### config.mk
export PLATFORM = sky130hd
export DESIGN_NAME = track_position_ctrl_flat
export DESIGN_NICKNAME = d
export VERILOG_FILES = /design/src/rtl/track_position_ctrl_if.sv /design/src/rtl/track_position_ctrl.sv /design/src/flat_wrapper.sv
export SDC_FILE = /design/constraint.sdc
export NUM_CORES = 1
export LEC_CHECK = 0
export ABC_AREA = 0
export BUFFER_PORTS_ARGS = -buffer_cell sky130_fd_sc_hd__clkbuf_2
export CAP_MARGIN = 20
export CELL_PAD_IN_SITES_DETAIL_PLACEMENT = 0
export CELL_PAD_IN_SITES_GLOBAL_PLACEMENT = 1
export CORE_MARGIN = 3
export CORE_UTILIZATION = 47
export DETAILED_ROUTE_END_ITERATION = 12
export MAX_ROUTING_LAYER = met4
export PLACE_DENSITY_LB_ADDON = 0.3
export SETUP_SLACK_MARGIN = 0.1
export SLEW_MARGIN = 20
export SYNTH_ARGS = -nofsm -noshare
export SYNTH_HDL_FRONTEND = slang
export SYNTH_SLANG_ARGS = --single-unit
### constraint.sdc
create_clock -name clk -period 2.65 [get_ports clk]
set_input_delay 0.1325 -clock clk [delete_from_list [all_inputs] [get_ports clk]]
set_output_delay 0.1325 -clock clk [all_outputs]
set_load 0.005 [all_outputs]
### src/rtl/track_position_ctrl_if.sv
// Command handshake between a host and the track position controller.
// cmd_pos carries one bit more than a slot index so that out-of-range
// targets reach the controller intact and can be rejected, not aliased.
interface track_position_ctrl_if #(
  parameter int NUM_SLOTS = 16
);
  localparam int CW = $clog2(NUM_SLOTS) + 1;

  logic          cmd_valid;
  logic          cmd_ready;
  logic [CW-1:0] cmd_pos;

  modport master (output cmd_valid, output cmd_pos, input cmd_ready);
  modport slave  (input cmd_valid, input cmd_pos, output cmd_ready);
endinterface

### src/rtl/track_position_ctrl.sv
// Track slot positioner: homes against a limit switch, then moves the
// carriage slot-by-slot to commanded targets with a settle period after
// every motion. Emergency stop latches a fault until a re-home request.
// Every output is a flop loaded from next-state values.
module track_position_ctrl #(
  parameter int TICKS_PER_SLOT = 2500000,
  parameter int NUM_SLOTS      = 16,
  parameter int SETTLE_CYCLES  = 500000,
  parameter int HOME_TIMEOUT   = 50000000,
  localparam int PW            = $clog2(NUM_SLOTS)
)(
  input  logic                  clk,
  input  logic                  rst_n,
  track_position_ctrl_if.slave  cmd,
  input  logic                  home_req,
  input  logic                  stop_i,
  input  logic                  home_sw,
  output logic                  move_o,
  output logic                  back_o,
  output logic [PW-1:0]         pos_o,
  output logic                  busy_o,
  output logic                  done_o,
  output logic                  err_o
);

  localparam int CW    = PW + 1;
  localparam int MAX_A = (TICKS_PER_SLOT > SETTLE_CYCLES) ? TICKS_PER_SLOT : SETTLE_CYCLES;
  localparam int MAXC  = (HOME_TIMEOUT > MAX_A) ? HOME_TIMEOUT : MAX_A;
  localparam int CNTW  = $clog2(MAXC + 1);

  localparam logic [CNTW-1:0] TICK_LAST   = CNTW'(TICKS_PER_SLOT - 1);
  localparam logic [CNTW-1:0] SETTLE_LAST = CNTW'(SETTLE_CYCLES - 1);
  localparam logic [CNTW-1:0] HOME_LAST   = CNTW'(HOME_TIMEOUT - 1);
  localparam logic [PW-1:0]   POS_MAX     = PW'(NUM_SLOTS - 1);
  localparam logic [CW-1:0]   SLOTS_W     = CW'(NUM_SLOTS);

  typedef enum logic [2:0] {
    S_HOME, S_IDLE, S_FWD, S_BACK, S_SETTLE, S_FAULT
  } state_t;

  state_t          state_q, state_d;
  logic [PW-1:0]   pos_q, pos_d;
  logic [PW-1:0]   tgt_q, tgt_d;
  logic [CNTW-1:0] cnt_q, cnt_d;
  logic            sw_m_q, sw_s_q;
  logic            move_q, back_q, busy_q, done_q, err_q, ready_q;
  logic            done_d, rej_d;
  logic            accept;
  logic [PW-1:0]   pos_step;

  assign accept = cmd.cmd_valid && ready_q;

  // Two-flop synchronizer for the asynchronous home limit switch.
  always_ff @(posedge clk or negedge rst_n) begin
    if (!rst_n) begin
      sw_m_q <= 1'b0;
      sw_s_q <= 1'b0;
    end else begin
      sw_m_q <= home_sw;
      sw_s_q <= sw_m_q;
    end
  end

  // State, position, target and the shared tick/settle/timeout counter.
  // Reset parks the FSM in HOME, so the first edge after release is
  // already a homing cycle; the output flops below stay quiet until then.
  always_ff @(posedge clk or negedge rst_n) begin
    if (!rst_n) begin
      state_q <= S_HOME;
      pos_q   <= '0;
      tgt_q   <= '0;
      cnt_q   <= '0;
    end else begin
      state_q <= state_d;
      pos_q   <= pos_d;
      tgt_q   <= tgt_d;
      cnt_q   <= cnt_d;
    end
  end

  // Next-state logic. The counter free-runs inside a state and is cleared
  // on every transition and at each slot boundary, which also discards
  // partial-slot ticks when a stop interrupts motion.
  always_comb begin
    state_d  = state_q;
    pos_d    = pos_q;
    tgt_d    = tgt_q;
    cnt_d    = cnt_q + CNTW'(1);
    done_d   = 1'b0;
    rej_d    = 1'b0;
    pos_step = pos_q;
    unique case (state_q)
      S_HOME: begin
        if (stop_i) begin
          state_d = S_FAULT;
          cnt_d   = '0;
        end else if (sw_s_q) begin
          pos_d   = '0;
          state_d = S_SETTLE;
          cnt_d   = '0;
        end else if (cnt_q == HOME_LAST) begin
          state_d = S_FAULT;
          cnt_d   = '0;
        end
      end
      S_IDLE: begin
        cnt_d = '0;
        // A handshake that completes wins over a coincident home_req.
        if (accept) begin
          if (cmd.cmd_pos >= SLOTS_W) begin
            rej_d = 1'b1;
          end else if (cmd.cmd_pos == {1'b0, pos_q}) begin
            done_d = 1'b1;
          end else begin
            tgt_d   = cmd.cmd_pos[PW-1:0];
            state_d = (cmd.cmd_pos > {1'b0, pos_q}) ? S_FWD : S_BACK;
          end
        end else if (home_req) begin
          state_d = S_HOME;
        end
      end
      S_FWD: begin
        if (stop_i) begin
          state_d = S_FAULT;
          cnt_d   = '0;
        end else if (cnt_q == TICK_LAST) begin
          cnt_d    = '0;
          pos_step = (pos_q == POS_MAX) ? pos_q : pos_q + PW'(1);
          pos_d    = pos_step;
          if (pos_step == tgt_q || pos_q == POS_MAX) state_d = S_SETTLE;
        end
      end
      S_BACK: begin
        if (stop_i) begin
          state_d = S_FAULT;
          cnt_d   = '0;
        end else if (sw_s_q) begin
          // Hitting the home switch is the ground truth for slot 0.
          pos_d   = '0;
          state_d = S_SETTLE;
          cnt_d   = '0;
        end else if (cnt_q == TICK_LAST) begin
          cnt_d    = '0;
          pos_step = (pos_q == '0) ? pos_q : pos_q - PW'(1);
          pos_d    = pos_step;
          if (pos_step == tgt_q || pos_q == '0) state_d = S_SETTLE;
        end
      end
      S_SETTLE: begin
        if (stop_i) begin
          state_d = S_FAULT;
          cnt_d   = '0;
        end else if (cnt_q == SETTLE_LAST) begin
          state_d = S_IDLE;
          done_d  = 1'b1;
          cnt_d   = '0;
        end
      end
      S_FAULT: begin
        cnt_d = '0;
        if (home_req && !stop_i) state_d = S_HOME;
      end
      default: begin
        state_d = S_FAULT;
        cnt_d   = '0;
      end
    endcase
  end

  // Registered outputs decoded from the next state so they change on the
  // same edge as the FSM. cmd_ready sees stop_i one cycle late.
  always_ff @(posedge clk or negedge rst_n) begin
    if (!rst_n) begin
      move_q  <= 1'b0;
      back_q  <= 1'b0;
      busy_q  <= 1'b0;
      done_q  <= 1'b0;
      err_q   <= 1'b0;
      ready_q <= 1'b0;
    end else begin
      move_q  <= (state_d == S_HOME) || (state_d == S_FWD) || (state_d == S_BACK);
      back_q  <= (state_d == S_HOME) || (state_d == S_BACK);
      busy_q  <= (state_d != S_IDLE);
      done_q  <= done_d;
      err_q   <= (state_d == S_FAULT) || rej_d;
      ready_q <= (state_d == S_IDLE) && !stop_i;
    end
  end

  assign cmd.cmd_ready = ready_q;
  assign move_o        = move_q;
  assign back_o        = back_q;
  assign pos_o         = pos_q;
  assign busy_o        = busy_q;
  assign done_o        = done_q;
  assign err_o         = err_q;

endmodule

### src/flat_wrapper.sv
// flat-port wrapper written by rule: the top's interface ports become plain ports
module track_position_ctrl_flat 
#(
  parameter int TICKS_PER_SLOT = 2500000,
  parameter int NUM_SLOTS      = 16,
  parameter int SETTLE_CYCLES  = 500000,
  parameter int HOME_TIMEOUT   = 50000000,
  localparam int PW            = $clog2(NUM_SLOTS)
)
  (clk, rst_n, home_req, stop_i, home_sw, move_o, back_o, pos_o, busy_o, done_o, err_o, cmd_cmd_valid, cmd_cmd_pos, cmd_cmd_ready);
  track_position_ctrl_if #(.NUM_SLOTS(NUM_SLOTS)) cmd_i ();
  input  logic clk;
  input  logic rst_n;
  input  logic home_req;
  input  logic stop_i;
  input  logic home_sw;
  output logic move_o;
  output logic back_o;
  output logic [PW-1:0] pos_o;
  output logic busy_o;
  output logic done_o;
  output logic err_o;
  input wire logic [$bits(cmd_i.cmd_valid)-1:0] cmd_cmd_valid;
  input wire logic [$bits(cmd_i.cmd_pos)-1:0] cmd_cmd_pos;
  output wire logic [$bits(cmd_i.cmd_ready)-1:0] cmd_cmd_ready;
  assign cmd_i.cmd_valid = cmd_cmd_valid;
  assign cmd_i.cmd_pos = cmd_cmd_pos;
  assign cmd_cmd_ready = cmd_i.cmd_ready;
  track_position_ctrl #(.TICKS_PER_SLOT(TICKS_PER_SLOT), .NUM_SLOTS(NUM_SLOTS), .SETTLE_CYCLES(SETTLE_CYCLES), .HOME_TIMEOUT(HOME_TIMEOUT)) u_core (.clk(clk), .rst_n(rst_n), .cmd(cmd_i), .home_req(home_req), .stop_i(stop_i), .home_sw(home_sw), .move_o(move_o), .back_o(back_o), .pos_o(pos_o), .busy_o(busy_o), .done_o(done_o), .err_o(err_o));
endmodule
Word-level counts from Yosys, hierarchy flattened
Index checks and enable logic that the tools add are counted.
Widths: inputs -> output; s select.
- register bits after elaboration: 45
- bits of input ports: 11
- output and inout port bits: 10
- word-level logic and storage cells: 106
- add/subtract/negate cells: 3
- magnitude comparators: 2
- equality and inequality tests: 23
- multiplexer cells: 48
- bitwise logic cells: 2
- reduce and logical (&&, ||, !) cells: 16
- operator list (kind ; number):
    $mux 26 ; 9
    $pmux 26 s4 ; 1
    $mux 3 ; 17
    $mux 4 ; 9
    $add 26x1->26 const B ; 1
    $eq 26x19->1 const B ; 1
    $eq 26x22->1 const B ; 1
    $eq 26x26->1 const B ; 1
    $pmux 3 s6 ; 1
    $eq 3x2->1 const B ; 4
    $pmux 4 s3 ; 1
    $eq 3x3->1 const B ; 3
    $mux 1 ; 9
    $eq 4x4->1 ; 2
    $reduce_and 7->1 ; 1
    $eq 3x1->1 const B ; 2
    $logic_not 3->1 ; 2
    $logic_or 1x1->1 ; 6
    $ne 2x2->1 const B ; 3
    $ne 3x1->1 const B ; 2
    $eq 5x4->1 ; 1
    $ge 5x5->1 const B ; 1
    $gt 5x4->1 ; 1
    $add 4x1->4 const B ; 1
    other kinds (10) ; 14

Logic depth before layout (Yosys ltp)
Gate-level depths: netlist of run 1.
- depth after elaboration: 12
- gate-level depth with buffers: 10

Worst setup path before layout of run 1
Ideal clock, no wire load.
- path kind: flip-flop to flip-flop
- start point: register u_core.pos_q[1], in the netlist u_core.pos_o[1]
- end point: register u_core.ready_q, in the netlist u_core.cmd.cmd_ready
- library setup time: 0.089 ns
- arrival time: 2.387 ns
- required time: 2.561 ns
- slack: 0.175 ns
- stages on the path, launching flop included: 11
- cell sequence: dfrtp_1 -> clkbuf_1 -> inv_1 -> ha_1 -> xnor2_1 -> or4b_1 -> o211ai_2 -> a31oi_1 -> a21oi_2 -> o21a_2 -> nor3b_1
- cells in the longest elaborated chain, start to end: 11
- RTL lines (what ; line ; text):
    start: declaration ; track_position_ctrl.sv:42 ; logic [PW-1:0] pos_q, pos_d;
    start signal: assignment ; track_position_ctrl.sv:75 ; pos_q <= pos_d;
    $sub 4x1->4 or $logic_not 4->1 (tied branches) ; track_position_ctrl.sv:144, track_position_ctrl.sv:146 ;
    $mux 4 ; track_position_ctrl.sv:144 ; pos_step = (pos_q == '0) ? pos_q : pos_q - PW'(1);
    $eq 4x4->1 ; track_position_ctrl.sv:146 ; if (pos_step == tgt_q || pos_q == '0) state_d = S_SETTLE;
    $logic_or 1x1->1 ; track_position_ctrl.sv:146 ;
    $mux 3 ; track_position_ctrl.sv:146 ;
    $mux 3 ; track_position_ctrl.sv:142 ; end else if (cnt_q == TICK_LAST) begin
    $mux 3 ; track_position_ctrl.sv:137 ; end else if (sw_s_q) begin
    $mux 3 ; track_position_ctrl.sv:134 ; if (stop_i) begin
    $pmux 3 s6 * ; track_position_ctrl.sv:92 ; unique case (state_q)
    $eq 3x1->1 * ; track_position_ctrl.sv:186 ; ready_q <= (state_d == S_IDLE) && !stop_i;
    $logic_and 1x1->1 * ; track_position_ctrl.sv:186 ;
    end signal: assignment ; track_position_ctrl.sv:186 ;
    end: declaration ; track_position_ctrl.sv:46 ; logic move_q, back_q, busy_q, done_q, err_q, ready_q;
Every way passes the cells marked *; elsewhere a longest branch is shown, timed or not.
A chain may end at the register's enable or synchronous reset.

Worst setup path after layout of run 1
- start point: register u_core.pos_q[0], in the netlist u_core.pos_o[0]
- end point: register u_core.back_q, in the netlist u_core.back_o
- cells in the longest elaborated chain, start to end: 11
- RTL lines (what ; line ; text):
    $sub 4x1->4 or $logic_not 4->1 (tied branches) ; track_position_ctrl.sv:144, track_position_ctrl.sv:146 ;
    $mux 4 ; track_position_ctrl.sv:144 ;
    $eq 4x4->1 ; track_position_ctrl.sv:146 ;
    $logic_or 1x1->1 ; track_position_ctrl.sv:146 ;
    $mux 3 ; track_position_ctrl.sv:146 ;
    $mux 3 ; track_position_ctrl.sv:142 ;
    $mux 3 ; track_position_ctrl.sv:137 ;
    $mux 3 ; track_position_ctrl.sv:134 ;
    $pmux 3 s6 * ; track_position_ctrl.sv:92 ;
    net u_core.state_d[2] ; track_position_ctrl.sv:41 ; state_t state_q, state_d;
    $eq 3x2->1 or $logic_not 3->1 (tied branches) ; track_position_ctrl.sv:182 ; back_q <= (state_d == S_HOME) || (state_d == S_BACK);
    $logic_or 1x1->1 * ; track_position_ctrl.sv:182 ;
    end signal: assignment ; track_position_ctrl.sv:182 ;
    end: declaration ; track_position_ctrl.sv:46 ;
The timed path passes the listed nets; every way through them passes the cells marked *.

==> metrics.md, run 1 <==
| Metric | Value |
|---|---|
| Run status | `finished, final reports clean` |
| Worst R2R End | `u_core.back_o` |
| CP Buf/Inv Count | `1` |
| Largest family of logic cells by synthesized area | `simple AND/OR/NAND/NOR gates` |
| Final net count | `346` |
| Sequential share of the synthesized area | `0.3958` |
| Final Hold Vio Count | `0` |
| Total CTS buffers | `5` |
| Vias in the first global route | `2306` |
| Slew @ Worst Pin | `0.7430 ns` |
| Crit Path Category | `flip-flop to flip-flop` |
| Worst-path clk slew | `0.10 ns` |
| H-tree levels | `2` |
| Max_slew headroom | `0.5047` |
| FILL cells | `524` |
| Row count | `27` |
| Worst skew pair latency | `0.31 ns` |
| Ys async rst share | `1.000` |
| Critical path launch point | `u_core.pos_o[0]` |
| Max VDD drop | `0.3602 mV` |
| Clk buf depth | `2` |
| Max cap viols | `0` |
| RSZ-0062 raised after global routing | `yes` |
| Hold_sp | `cmd_cmd_pos[4]` |
| All-Layer GR Usage | `0.1974` |
| Min-Delay Path Class | `primary input to flip-flop` |
| Ant. Diodes | `0` |
| Worst-path cell chain | `buf_4, ha_1, nand2b_1, a211oi_1, a2111oi_4, a311oi_2, o221ai_2, nor3_1` |
| Critical path fanouts, max | `10` |
| Largest net degree at the start of global routing | `30` |
| Synth Register Bits | `45` |
| Final TNS setup | `0 ns` |
| DRT Pass-1 Iters | `4` |
| Core area | `5675 um^2` |
| Worst path arrival time | `2.61 ns` |
| Full die area | `7023 um^2` |
| Slowest-stage cell, CP | `a211oi_1` |
| Routability congestion estimate from global placement | `0.8270` |
| Root Buffer | `clkbuf_8` |
| Initial core utilization | `0.5013` |
| Yosys cell types | `64` |
| R2R Setup Slk | `0.26 ns` |
| Mux cell area share after synthesis | `0.02682` |
| Die W | `83.81 um` |
| WP data required | `2.87 ns` |
| DIE HEIGHT | `83.81 um` |
| Worst Clk Skew | `0.01021 ns` |
| Mapped Cells | `301` |
| Antenna violations before repair | `0` |
| CP endpoint kind | `flip-flop` |
| DR DRC count | `0` |
| Syn Area/Cell | `9.453 um^2` |
| Share of cells above drive strength 1 | `0.1915` |
| CTS tree | `built` |
| Total congestion overflow | `0` |
| Post-synthesis xor/xnor area fraction | `0.09455` |
| DRT antenna net count | `0` |
| Multi-input gate area | `1648 um^2` |
| Post-synth EDFFs | `0` |
| Max Fclk | `418.5 MHz` |
| Yosys top cell area share | `0.3958` |
| CP endpoint | `u_core.back_o` |
| CP max stage delay | `0.40 ns` |
| Fraction of the mapped netlist area in simple logic gates | `0.2863` |
| Num Clock Sinks | `45` |
| Critical path depth in cells | `8` |
| Area growth syn-to-layout | `13.06%` |
| Ys flop type | `dfrtp_1` |
| DR iter-0 viols | `75` |
| Startpoint Class | `flip-flop` |
| Global-route wire length before repair | `10950 um` |
| Syn Nets | `319` |
| Vias | `2270` |
| Synthesized area | `2845 um^2` |
| Via density | `5.661` |
| Sequential cell area | `1126 um^2` |
| DRT Wirelength | `6400 um` |
| I/O pin cnt | `21` |
| Minimum clock period | `2.389 ns` |
| Yosys synthesis warning count | `0` |
| Power per Cell Area | `647.9 nW/um^2` |
| Setup violators final | `0` |
| Drt wl/cell | `15.96 um` |
| Post-Synth Adder-Cell Area | `0.03078` |
| Leading area contributor after synthesis | `dfrtp_1` |
| RR Startpoint | `u_core.pos_o[0]` |
| Cell family with most CP delay | `compound AO/OA/AOI/OAI gates` |
| FF-to-FF path depth | `8` |
| Final core occ | `0.5668` |
| Synth Area in Compound Gates | `0.1297` |
| Period utilization | `0.9017` |
| Leak | `1.338 nW` |
| DP HPWL | `4714 um` |
| Port-buffer cells | `20` |
| Fin. max-slew vios | `0` |
| Top post-synthesis cells by area | `dfrtp_1 (40%), nor2_1 (5.9%), xnor2_1 (4.3%)` |
per-stage QoR:
stage               hold slack (ns)  power (mW)  area (um^2)  setup slack, ns  cells
floorplan                   -0.1631       1.323         2845           0.1747    301
CTS                         0.03697       2.067         3178           0.1942    400
global route                0.06595       2.201         3217          0.07512    401
finish                      0.04255       2.084         3217           0.2605    401
global placement             0.2313       1.499         3039           0.2919    390
detailed placement           0.2369       1.507         3039           0.2361    390
per-layer routing:
| layer | vias to the layer above | share of wire | global-route usage | routed length (um) |
|---|---|---|---|---|
| met5 | - | 0 | - | 0 |
| met2 | 44 | 0.47 | 0.3037 | 3018 |
| li1 | 1115 | - | - | - |
| met4 | 0 | 0.034 | 0.08918 | 218 |
| met1 | 1093 | 0.46 | 0.2544 | 2974 |
| met3 | 18 | 0.029 | 0.03554 | 188 |
cells in the final DEF (no fill, tap or decap), drive strengths merged, types with 8 or more instances in the layout:
cell type  synthesis  layout
buf                9       8
xnor2             14      14
xor2              14      14
nor2              45      45
inv               11      12
clkbuf             1      25
nand3             11      11
dfrtp             45      45
nor3               8       8
and3               9       9
nand2             30      30
final cells by class:
cell class                      instances  area share
Sequential cell                        45      0.3501
Timing Repair Buffer                   30     0.05990
Tap cell                               72     0.02800
Multi-Input combinational cell        235      0.5123
Clock buffer                            5     0.02139
Clock inverter                          3     0.01556
Inverter                               11     0.01284
logic make-up (layout without fill, tap and decap cells):
family          after synthesis  after routing
simple gates                148            148
flops                        45             45
compound gates               44             44
xor+xnor                     29             29
buf+inv                      21             49
fa+ha+maj                     7              7
mux                           7              7
worst min-delay path, cell delays in order:
cell	delay [ns]
clkbuf_2	0.10
nand2_1	0.05
nand2_1	0.04
Yosys cell counts, types with 3 or more instances:
master	number
a21oi_1	5
nor2b_1	4
buf_2	4
o31ai_1	3
nand2b_1	7
nor3_1	6
nand2_1	30
o21ai_0	6
a31oi_1	3
and4_1	4
a211oi_1	3
o21a_1	3
xor2_1	14
ha_1	7
and3_1	9
or3_1	4
dfrtp_1	45
mux2_2	5
nand3_1	10
nor2_1	45
xnor2_1	14
inv_1	11
nand4b_1	3
nand4_1	4
flip-flops by register name (all words and copies together) (netlist names):
| signal | flops |
|---|---|
| u_core.cnt_q | 26 |
| u_core.pos_o | 4 |
| u_core.tgt_q | 4 |
| u_core.state_q | 3 |
| u_core.back_o | 1 |
| u_core.busy_o | 1 |
| u_core.cmd.cmd_ready | 1 |
| u_core.done_o | 1 |
| u_core.err_o | 1 |
| u_core.move_o | 1 |
| u_core.sw_m_q | 1 |
| u_core.sw_s_q | 1 |
power breakdown:
group | leakage (nW) | internal [mW] | total (mW) | switching, mW
logic | 0.671 | 0.306 | 0.679 | 0.372
registers | 0.607 | 0.764 | 0.849 | 0.0850
clock network | 0.0603 | 0.289 | 0.556 | 0.267
worst min path at each step:
stage	to	cells past startpoint
2_1_floorplan	u_core.back_o	0
4_1_cts	u_core.err_o	3
5_1_grt	u_core.err_o	3
6_report	u_core.err_o	3
3_3_place_gp	u_core.tgt_q[2]	1
3_5_place_dp	u_core.tgt_q[3]	1
what timing repair did:
| action | CTS | global route |
|---|---|---|
| endpoints found under the hold margin | 29 | 0 |
| setup endpoints to repair | 0 | 4 |
| hold buffers | 2 | 0 |
| setup buffers | 0 | 1 |
| gates resized for setup | 0 | 4 |
Note: power is estimated with default switching activity, not from simulation.
==> run 2, diff against run 1 <==
--- a/config.mk
+++ b/config.mk
@@ -5,13 +5,13 @@
 export SDC_FILE = /design/constraint.sdc
 export NUM_CORES = 1
 export LEC_CHECK = 0
-export ABC_AREA = 0
+export ABC_AREA = 1
 export BUFFER_PORTS_ARGS = -buffer_cell sky130_fd_sc_hd__clkbuf_2
 export CAP_MARGIN = 20
 export CELL_PAD_IN_SITES_DETAIL_PLACEMENT = 0
 export CELL_PAD_IN_SITES_GLOBAL_PLACEMENT = 1
 export CORE_MARGIN = 3
-export CORE_UTILIZATION = 47
+export CORE_UTILIZATION = 44
 export DETAILED_ROUTE_END_ITERATION = 12
 export MAX_ROUTING_LAYER = met4
 export PLACE_DENSITY_LB_ADDON = 0.3
==> run 2 against run 1 <==
  * Clock skew is 0.00085 ns higher
  * Non-clock buffer count is 5 lower
  * Critical path depth is 8 higher
  * First-iteration DRC count is 84% higher
  * Synthesized cell count is 37% higher
  * Worst setup slack better by 0.12 ns
  * Sequential power is 9.2% higher
==> metrics.md, run 2 <==
| Metric | Value |
|---|---|
| Run status | `finished, final reports clean` |
| DIE HEIGHT | `88.06 um` |
| Final TNS setup | `0 ns` |
| Min-Delay Path Class | `primary input to flip-flop` |
| Row count | `29` |
| Most frequent cells in the layout | `nand2_1 (87), nor2_1 (67), inv_1 (47)` |
| Antenna violations before repair | `0` |
| Final Hold Vio Count | `0` |
| Synthesized area | `2963 um^2` |
| Max FFs per register | `26` |
| H-tree levels | `2` |
| Grt met1 use | `0.2914` |
| Worst Clk Skew | `0.01106 ns` |
| Worst-path clk slew | `0.09 ns` |
| Full die area | `7755 um^2` |
| Top reg by flops | `u_core.cnt_q` |
| Power per Cell Area | `720.1 nW/um^2` |
| Leading area contributor after synthesis | `dfrtp_1` |
| Max VDD drop | `0.4372 mV` |
| Ys flop type | `dfrtp_1` |
| Top post-synthesis cells by area | `dfrtp_1 (38%), nand2_1 (11%), nor2_1 (8.5%)` |
| Vias | `2647` |
| DRT Wirelength | `6963 um` |
| Share of cells above drive strength 1 | `0.1598` |
| Leak | `1.455 nW` |
| Setup violators final | `0` |
| WP data required | `2.85 ns` |
| Yosys synthesis warning count | `0` |
| Layout Cells excl Fill | `515` |
| CP endpoint kind | `flip-flop` |
| Grt met2 use | `0.3014` |
| Slew @ Worst Pin | `0.5810 ns` |
| I/O pin cnt | `21` |
| Period utilization | `0.8581` |
| Post-synth EDFFs | `0` |
| Ant. Diodes | `0` |
| Root Buffer | `clkbuf_8` |
| Port-buffer cells | `20` |
| DRT Pass-1 Iters | `4` |
| Mapped Cells | `411` |
| Yosys top cell area share | `0.3801` |
| Max Fclk | `439.8 MHz` |
| Final net count | `455` |
| Routability congestion estimate from global placement | `0.8905` |
| Ys async rst share | `1.000` |
| CTS tree | `built` |
| DR iter-0 viols | `138` |
| Largest net degree at the start of global routing | `46` |
| Area growth syn-to-layout | `9.839%` |
| Yosys cell types | `37` |
| Total congestion overflow | `0` |
| Busiest grt layer | `met2` |
| Total CTS buffers | `5` |
| Syn Nets | `429` |
| Syn Area/Cell | `7.209 um^2` |
| Minimum clock period | `2.274 ns` |
| R2R Setup Slk | `0.38 ns` |
| Setup Buffers After CTS | `0` |
| Sequential share of the synthesized area | `0.3801` |
| Startpoint Class | `flip-flop` |
| DRT antenna net count | `0` |
| Initial core utilization | `0.4613` |
| Commonest cells post-synth | `nand2_1 (87), nor2_1 (67), inv_1 (47)` |
| Worst skew pair latency | `0.30 ns` |
| Critical path fanouts, max | `9` |
| Max cap viols | `0` |
| Drt wl/cell | `13.52 um` |
| GR Util met3 | `0.03198` |
| DR DRC count | `0` |
| Num Clock Sinks | `45` |
| Synth Register Bits | `45` |
| All-Layer GR Usage | `0.2023` |
| Crit Path Category | `flip-flop to flip-flop` |
| Clk buf depth | `2` |
| Core area | `6422 um^2` |
| Vias in the first global route | `2497` |
| Worst path arrival time | `2.47 ns` |
| Most common cell after layout, fill and taps aside | `nand2_1` |
| Post-CTS Resized | `0` |
| Via density | `5.140` |
| Global-route wire length before repair | `12050 um` |
| RSZ-0062 raised after global routing | `no` |
| Fin. max-slew vios | `0` |
| DP HPWL | `5327 um` |
| Most frequent cell after synthesis | `nand2_1` |
| Placed cells | `505` |
| Max_slew headroom | `0.6127` |
| Die W | `88.06 um` |
==> run 2: changes by cell type in the layout (fill, tap and decap cells not counted), moves of 8 or more <==
cell     delta
nor2_1     +22
o21ai_1     +8
nand2_2     +8
nand3_1    +23
and3_1      -8
a21oi_1    +15
nand2_1    +57
xnor2_1    -11
inv_1      +36
xor2_1      -8
==> run 2: cell families after synthesis <==
family                   synth area share
AND/OR/NAND/NOR                    0.3805
adder cells (fa/ha/maj)           0.02956
buffers and inverters             0.08235
XOR/XNOR                          0.02365
AO/OA/AOI/OAI                      0.1039
flip-flops                         0.3801
==> run 2: layout make-up <==
type | instances | area (um^2)
fill | 666 | 3168
inverter | 55 | 206.4
timing repair buffer | 25 | 142.6
tap | 77 | 96.34
multi-input combinational | 305 | 1593
clock buffer | 5 | 68.82
sequential | 45 | 1126
clock inverter | 3 | 21.27
==> run 2: where the power goes <==
group | internal (mW) | switching, mW | leakage [nW]
logic | 0.345 | 0.626 | 0.820
registers | 0.798 | 0.128 | 0.590
clock network | 0.188 | 0.258 | 0.0445
==> run 2: final timing paths <==
path | cells after the start | start | endpoint
max | 16 | u_core.pos_o[0] | u_core.back_o
min | 3 | cmd_cmd_pos[4] | u_core.err_o
max reg2reg | 16 | u_core.pos_o[0] | u_core.back_o
min reg2reg | 0 | u_core.sw_m_q | u_core.sw_s_q
max in group asynchronous | 3 | rst_n | u_core.pos_o[0]
min in group asynchronous | 3 | rst_n | u_core.cnt_q[9]
==> run 2: through the flow <==
step                cell area, um^2  total power, mW  hold slack [ns]  setup slack, ns    util
finish                         3254            2.343          0.04814           0.3760  0.5067
CTS                            3254            2.372          0.03651           0.4015  0.5067
floorplan                      2963            1.660          -0.1631           0.6740       -
global route                   3254            2.578          0.04387           0.1174  0.5067
global placement               3144            1.906           0.2407           0.4704  0.4896
detailed placement             3144            1.912           0.2421           0.4070  0.4896
==> run 2: worst max-delay path, stage by stage, from the launching register on <==
cell     delay (ns)
dfrtp_1        0.51
inv_1          0.17
ha_1           0.30
nand2_2        0.15
nand2_1        0.08
nand3_1        0.07
nand2_1        0.05
nor2_1         0.10
nand2_1        0.06
nand2_1        0.09
nand2_2        0.06
nand2_2        0.08
nand3_1        0.09
nand2_2        0.10
nand3_2        0.12
nand2_2        0.11
nor2_2         0.04
==> run 2: per-layer routing <==
layer  vias up  part of all wire
met5         -                 0
met1      1196              0.51
met4         0            0.0078
li1       1395                 -
met3         4             0.041
met2        52              0.44
==> run 2: what timing repair did <==
| action | in CTS | in global routing |
|---|---|---|
| hold buffers | 2 | 0 |
| setup endpoints to repair | 0 | 0 |
| hold endpoints to repair | 46 | 0 |
